`src/rtl/pipe_pkg.sv`:
```
// Shared encodings and constants for the pipeline hazard controller:
// FSM states, MemtoReg load code, mult/div latencies, forward selects, wait limit.
package pipe_pkg;

    typedef enum logic {
        RUN      = 1'b0,
        MEM_WAIT = 1'b1
    } state_t;

    localparam logic [1:0] MEMTOREG_LOAD = 2'b01;

    localparam int         MD_CNT_W    = 4;
    localparam logic [3:0] MD_LAT_MULT = 4'd5;
    localparam logic [3:0] MD_LAT_DIV  = 4'd10;

    localparam logic [1:0] FWD_RF  = 2'b00;
    localparam logic [1:0] FWD_MEM = 2'b01;
    localparam logic [1:0] FWD_WB  = 2'b10;

    localparam int         WAIT_CNT_W = 8;
    localparam logic [7:0] WAIT_LIMIT = 8'd255;

    // True when a source that is actually read collides with a live, non-$zero write.
    function automatic logic reg_hit(input logic [4:0] src, input logic src_used,
                                     input logic [4:0] dst, input logic dst_we);
        return dst_we && src_used && (dst != 5'd0) && (src == dst);
    endfunction

endpackage

```
`src/rtl/md_timer.sv`:
```
// Mult/div latency counter: loads a cycle count and decrements every clock,
// including pipeline freeze cycles; busy while nonzero.
module md_timer
    import pipe_pkg::*;
(
    input  logic                clk,
    input  logic                reset,
    input  logic                load,
    input  logic [MD_CNT_W-1:0] load_val,
    output logic                busy
);

    logic [MD_CNT_W-1:0] cnt;

    // NOTE: sequential state uses non-blocking assignments so every register
    // samples pre-edge values, independent of block ordering.
    always_ff @(posedge clk) begin
        if (reset) begin
            cnt <= '0;
        end else if (load) begin
            cnt <= load_val;
        end else if (cnt != '0) begin
            cnt <= cnt - 1'b1;
        end
    end

    assign busy = (cnt != '0);

endmodule

```
`src/rtl/pipe_ctrl.sv`:
```
// Pipeline hazard controller: memory-wait freeze, load-use / mult-div stalls,
// branch flush and forwarding selects. Define PIPE_CTRL_FWD_EN to enable forwarding.
module pipe_ctrl
    import pipe_pkg::*;
(
    input  logic       clk,
    input  logic       reset,
    input  logic [4:0] rs_D,
    input  logic [4:0] rt_D,
    input  logic       use_rs_D,
    input  logic       use_rt_D,
    input  logic [4:0] WriteReg_E,
    input  logic [4:0] WriteReg_M,
    input  logic [4:0] WriteReg_W,
    input  logic       RegWrite_E,
    input  logic       RegWrite_M,
    input  logic       RegWrite_W,
    input  logic [1:0] MemtoReg_E,
    input  logic       md_start_D,
    input  logic       md_is_div_D,
    input  logic       md_use_D,
    input  logic       branch_taken_D,
    input  logic       dmem_req_M,
    input  logic       dmem_ready,
    output logic       stall_F,
    output logic       stall_D,
    output logic       stall_E,
    output logic       stall_M,
    output logic       flush_D,
    output logic       flush_E,
    output logic       flush_W,
    output logic       md_busy,
    output logic       mem_timeout,
    output logic [1:0] fwd_rs_D,
    output logic [1:0] fwd_rt_D
);

    state_t                state, next_state;
    logic [WAIT_CNT_W-1:0] wait_cnt;
    logic                  md_busy_int;
    logic                  md_accept;
    logic                  mem_freeze;
    logic                  raw_stall;
    logic                  decode_stall;
    logic                  hit_e_rs, hit_e_rt, hit_m_rs, hit_m_rt;
    logic                  load_in_e;
    logic [1:0]            fwd_rs_sel, fwd_rt_sel;

    always_ff @(posedge clk) begin
        if (reset) begin
            state    <= RUN;
            wait_cnt <= '0;
        end else begin
            state <= next_state;
            if (next_state == RUN) begin
                wait_cnt <= '0;
            end else if (state == MEM_WAIT && wait_cnt != WAIT_LIMIT) begin
                wait_cnt <= wait_cnt + 1'b1;
            end
        end
    end

    // NOTE: every signal assigned in always_comb gets a default first, so no
    // path leaves it unassigned and no latch is inferred.
    always_comb begin
        next_state = state;
        mem_freeze = 1'b0;
        case (state)
            RUN: begin
                if (dmem_req_M && !dmem_ready) begin
                    next_state = MEM_WAIT;
                    mem_freeze = 1'b1;
                end
            end
            MEM_WAIT: begin
                if (dmem_ready) next_state = RUN;
                else            mem_freeze = 1'b1;
            end
            default: next_state = RUN;
        endcase
    end

    assign hit_e_rs  = reg_hit(rs_D, use_rs_D, WriteReg_E, RegWrite_E);
    assign hit_e_rt  = reg_hit(rt_D, use_rt_D, WriteReg_E, RegWrite_E);
    assign hit_m_rs  = reg_hit(rs_D, use_rs_D, WriteReg_M, RegWrite_M);
    assign hit_m_rt  = reg_hit(rt_D, use_rt_D, WriteReg_M, RegWrite_M);
    assign load_in_e = (MemtoReg_E == MEMTOREG_LOAD);

`ifdef PIPE_CTRL_FWD_EN
    // Only a load still in E cannot be bypassed; MEM wins over WB when both match.
    assign raw_stall = load_in_e && (hit_e_rs || hit_e_rt);

    always_comb begin
        fwd_rs_sel = FWD_RF;
        fwd_rt_sel = FWD_RF;
        if (reg_hit(rs_D, 1'b1, WriteReg_M, RegWrite_M))      fwd_rs_sel = FWD_MEM;
        else if (reg_hit(rs_D, 1'b1, WriteReg_W, RegWrite_W)) fwd_rs_sel = FWD_WB;
        if (reg_hit(rt_D, 1'b1, WriteReg_M, RegWrite_M))      fwd_rt_sel = FWD_MEM;
        else if (reg_hit(rt_D, 1'b1, WriteReg_W, RegWrite_W)) fwd_rt_sel = FWD_WB;
    end
`else
    // No bypass network: any pending E/M write to a read source must drain first.
    // WB writes land before the regfile read, so W-stage fields are not needed.
    logic unused_wb;
    assign unused_wb  = ^{RegWrite_W, WriteReg_W, load_in_e};
    assign raw_stall  = hit_e_rs || hit_e_rt || hit_m_rs || hit_m_rt;
    assign fwd_rs_sel = FWD_RF;
    assign fwd_rt_sel = FWD_RF;
`endif

    assign decode_stall = raw_stall || (md_use_D && md_busy_int);
    assign md_accept    = md_start_D && !reset && !mem_freeze && !decode_stall && !md_busy_int;

    md_timer u_md_timer (
        .clk      (clk),
        .reset    (reset),
        .load     (md_accept),
        .load_val (md_is_div_D ? MD_LAT_DIV : MD_LAT_MULT),
        .busy     (md_busy_int)
    );

    always_comb begin
        stall_F     = 1'b0;
        stall_D     = 1'b0;
        stall_E     = 1'b0;
        stall_M     = 1'b0;
        flush_D     = 1'b0;
        flush_E     = 1'b0;
        flush_W     = 1'b0;
        md_busy     = 1'b0;
        mem_timeout = 1'b0;
        fwd_rs_D    = FWD_RF;
        fwd_rt_D    = FWD_RF;
        if (!reset) begin
            md_busy     = md_busy_int;
            mem_timeout = (wait_cnt == WAIT_LIMIT);
            if (mem_freeze) begin
                stall_F = 1'b1;
                stall_D = 1'b1;
                stall_E = 1'b1;
                stall_M = 1'b1;
                flush_W = 1'b1;
            end else begin
                fwd_rs_D = fwd_rs_sel;
                fwd_rt_D = fwd_rt_sel;
                if (decode_stall) begin
                    stall_F = 1'b1;
                    stall_D = 1'b1;
                    flush_E = 1'b1;
                end else if (branch_taken_D) begin
                    flush_D = 1'b1;
                end
            end
        end
    end

endmodule

```
`config.mk`:
```
export PLATFORM = sky130hd
export DESIGN_NAME = pipe_ctrl
export DESIGN_NICKNAME = d
export VERILOG_FILES = /design/src/rtl/pipe_pkg.sv /design/src/rtl/md_timer.sv /design/src/rtl/pipe_ctrl.sv
export SDC_FILE = /design/constraint.sdc
export NUM_CORES = 1
export LEC_CHECK = 0
export ABC_AREA = 0
export CAP_MARGIN = 20
export CORE_UTILIZATION = 43
export CTS_BUF_LIST = sky130_fd_sc_hd__clkbuf_4
export CTS_CLUSTER_SIZE = 12
export DETAILED_ROUTE_END_ITERATION = 10
export PLACE_DENSITY = 0.95
export SLEW_MARGIN = 20
export SYNTH_ARGS = -nofsm -noshare
export SYNTH_HDL_FRONTEND = slang
export SYNTH_SLANG_ARGS = --single-unit
```
`constraint.sdc`:
```
create_clock -name clk -period 6.3 [get_ports clk]
set_input_delay 1.26 -clock clk [delete_from_list [all_inputs] [get_ports clk]]
set_output_delay 1.26 -clock clk [all_outputs]
set_load 0.01 [all_outputs]
```
==> run_results.csv <==
group,metric,value,unit
timing,fin_skew,1.75,ps
floorplanning,die_w,49.9,µm
timing,fin_crit,5080,ps
power,irDropWorstVdd,0.158,mV
synthesis,synth_area_leader_cell,"dfxtp_1",
clocking,cts_hold_buffers,0,
floorplanning,std_cell_rows,16,
detailed_routing,ant_nets,0,
synthesis,synth_seq_cells,13,
floorplanning,initial_core_util,0.479,
job,drv_cap,0,
clocking,cts_max_path_buffers,2,
finish,n_antenna_cell,0,
detailed_routing,vias,1080,
setup_path,path_max_fanout,5,
timing,worst_pin_slew,587,ps
finish,area_growth,42.0,%
floorplanning,die_h,49.9,µm
placed_design,pre_cts_ws,1200,ps
timing,relSlewSlack,0.609,
detailed_routing,drtPass1Iterations,4,
placed_design,hpwl,2.15,mm
floorplanning,core_area,0.00206,mm²
synthesis,yosysTopAreaCellShare,0.263,
timing,drv_slew,0,
finish,final_cell_mix,"clkdlybuf4s50_1, xnor2_1, nor2_1",
clocking,h-tree-depth,1,
finish,final_common_cell,"clkdlybuf4s50_1",
global_route,grt_remaining_overflow,0,
setup_path,path_class,"in -> out",
timing,fin_tns_setup,0,ps
synthesis,synth_area_leaders,"dfxtp_1, xnor2_1, nor2_1",
timing,fmax,197,MHz
setup_path,cp_data_required_time,5040,ps
synthesis,ys_warn_count,0,
finish,fillers,162,
detailed_routing,routedWlPerCell,14.2,µm
global_route,grt_first_pass_wirelength,4.44,mm
clocking,clk_pin_slew,80,ps
clocking,cts.repair.resized,0,
finish,layout-drive-gt1-share,0.0424,
global_route,grtUsageTotal,0.230,
timing,setup_slack,1220,ps
synthesis,ys_seq_area_frac,0.263,
synthesis,synthCells,127,
power,power_leakage,0.516,nW
global_route,antenna_found_initial,0,
finish,multi_input_area,649,µm²
clocking,cts_sinks,13,
status,status,"complete, no violations",
detailed_routing,drc,0,
clocking,cts_setup_buffers,0,
global_route,grt_max_degree,12,
global_route,grt_pass1_vias,1061,
timing,hold_viol,0,
clocking,numCtsBuffers,3,
floorplanning,num_io_pins,53,
setup_path,worstPathArrival,3820,ps
synthesis,synth_area,988,µm²
setup_path,cp-end-kind,"primary output",
detailed_routing,dr.first_iter.drc_count,23,
setup_path,cp-start-kind,"input pin",
placed_design,numPortBuffers,40,
timing,fin_crit_sh,0.807,
detailed_routing,viasPerCell,5.63,
power,power_per_cell_area,213,mW/mm²
clocking,root_buffer,"clkbuf_4",
finish,fin_nets,208,
detailed_routing,routed_wl,2.73,mm
synthesis,ys_types,34,
clocking,tritoncts,"built",
placed_design,place_congestion,0.836,
floorplanning,die-area,0.00249,mm²
timing,rsz0062_at_grt,"no",
clocking,clkLatencyLatePin,270,ps
hold_path,min_path_type,"reg -> reg",
timing,setup_violations,0,
synthesis,avgSynthCellArea,7.78,µm²
finish,ff_latch_area,260,µm²
## Yosys cell counts, drive strengths merged
cell type,instances
ha,2
a21oi,5
or3,1
xor2,2
a211oi,2
clkbuf,2
a31oi,1
conb,1
nand3,4
or4,2
nand4,6
o22ai,2
inv,8
o21ai,4
nand2b,1
dfxtp,13
o21bai,1
nand2,6
a21o,1
nor3,3
o21a,3
and2b,1
xnor2,23
buf,7
mux2i,2
nor2b,2
a311oi,1
a222oi,1
a221oi,1
and3,3
nor2,15
or2,1
## cell type report
type                       instances  share of cell area
multi-input combinational        100               0.463
clock buffer                       4              0.0214
timing repair buffer              40               0.285
inverter                           8              0.0214
sequential                        13               0.185
tap                               27              0.0241
## state kept, by name (all words and copies together) (netlist names)
register        count
state               1
u_md_timer.cnt      4
wait_cnt            8
## stage by stage
stage,std cells,instance area [µm²],total power [mW],hold slack (ps),util
after global routing,192,1400,0.320,564,0.681
after floorplan,130,1000,0.189,463,-
final,192,1400,0.298,516,0.681
after global placement,188,1370,0.233,474,0.666
after detailed placement,188,1370,0.243,504,0.666
after CTS,192,1400,0.298,515,0.681
## kinds of logic after synthesis
logic type                 Yosys count  synth area share
and+or+nand+nor                     45             0.229
xor gates and xnor gates            25             0.222
AOI/OAI and AO/OA                   22             0.146
buffers and inverters               17            0.0911
DFF                                 13             0.263
adders and majority gates            2            0.0253
muxes                                2            0.0203
other                                1           0.00379
## critical path, cell delays in order
cell	delay, ps
clkdlybuf4s50_1	480
or4_1	550
o21a_1	200
a222oi_1	520
and3_2	290
clkdlybuf4s50_1	520
## layer usage
metal	up-vias	GRT usage	wire length, µm	share of wire
li1	504	-	-	-
met1	491	0.248	1120	0.41
met2	70	0.423	1340	0.49
met3	15	0.0370	200	0.073
met4	0	0.119	68	0.025
met5	-	0	0	0
## power breakdown
| part | internal (mW) | total, mW | switching [mW] |
|---|---|---|---|
| Sequential | 0.0930 | 0.101 | 0.00809 |
| Clock | 0.0289 | 0.0556 | 0.0268 |
| Combinational | 0.0720 | 0.142 | 0.0697 |
## final timing paths
kind,from,endpoint,slack [ps],cells after the start
worst max register to register,u_md_timer.cnt[0],u_md_timer.cnt[3],4200,8
worst min register to register,u_md_timer.cnt[0],u_md_timer.cnt[0],520,1
worst max-delay path,WriteReg_M[0],flush_D,1220,6
worst min-delay path,u_md_timer.cnt[0],u_md_timer.cnt[0],520,1
(Power assumes the default switching activity.)
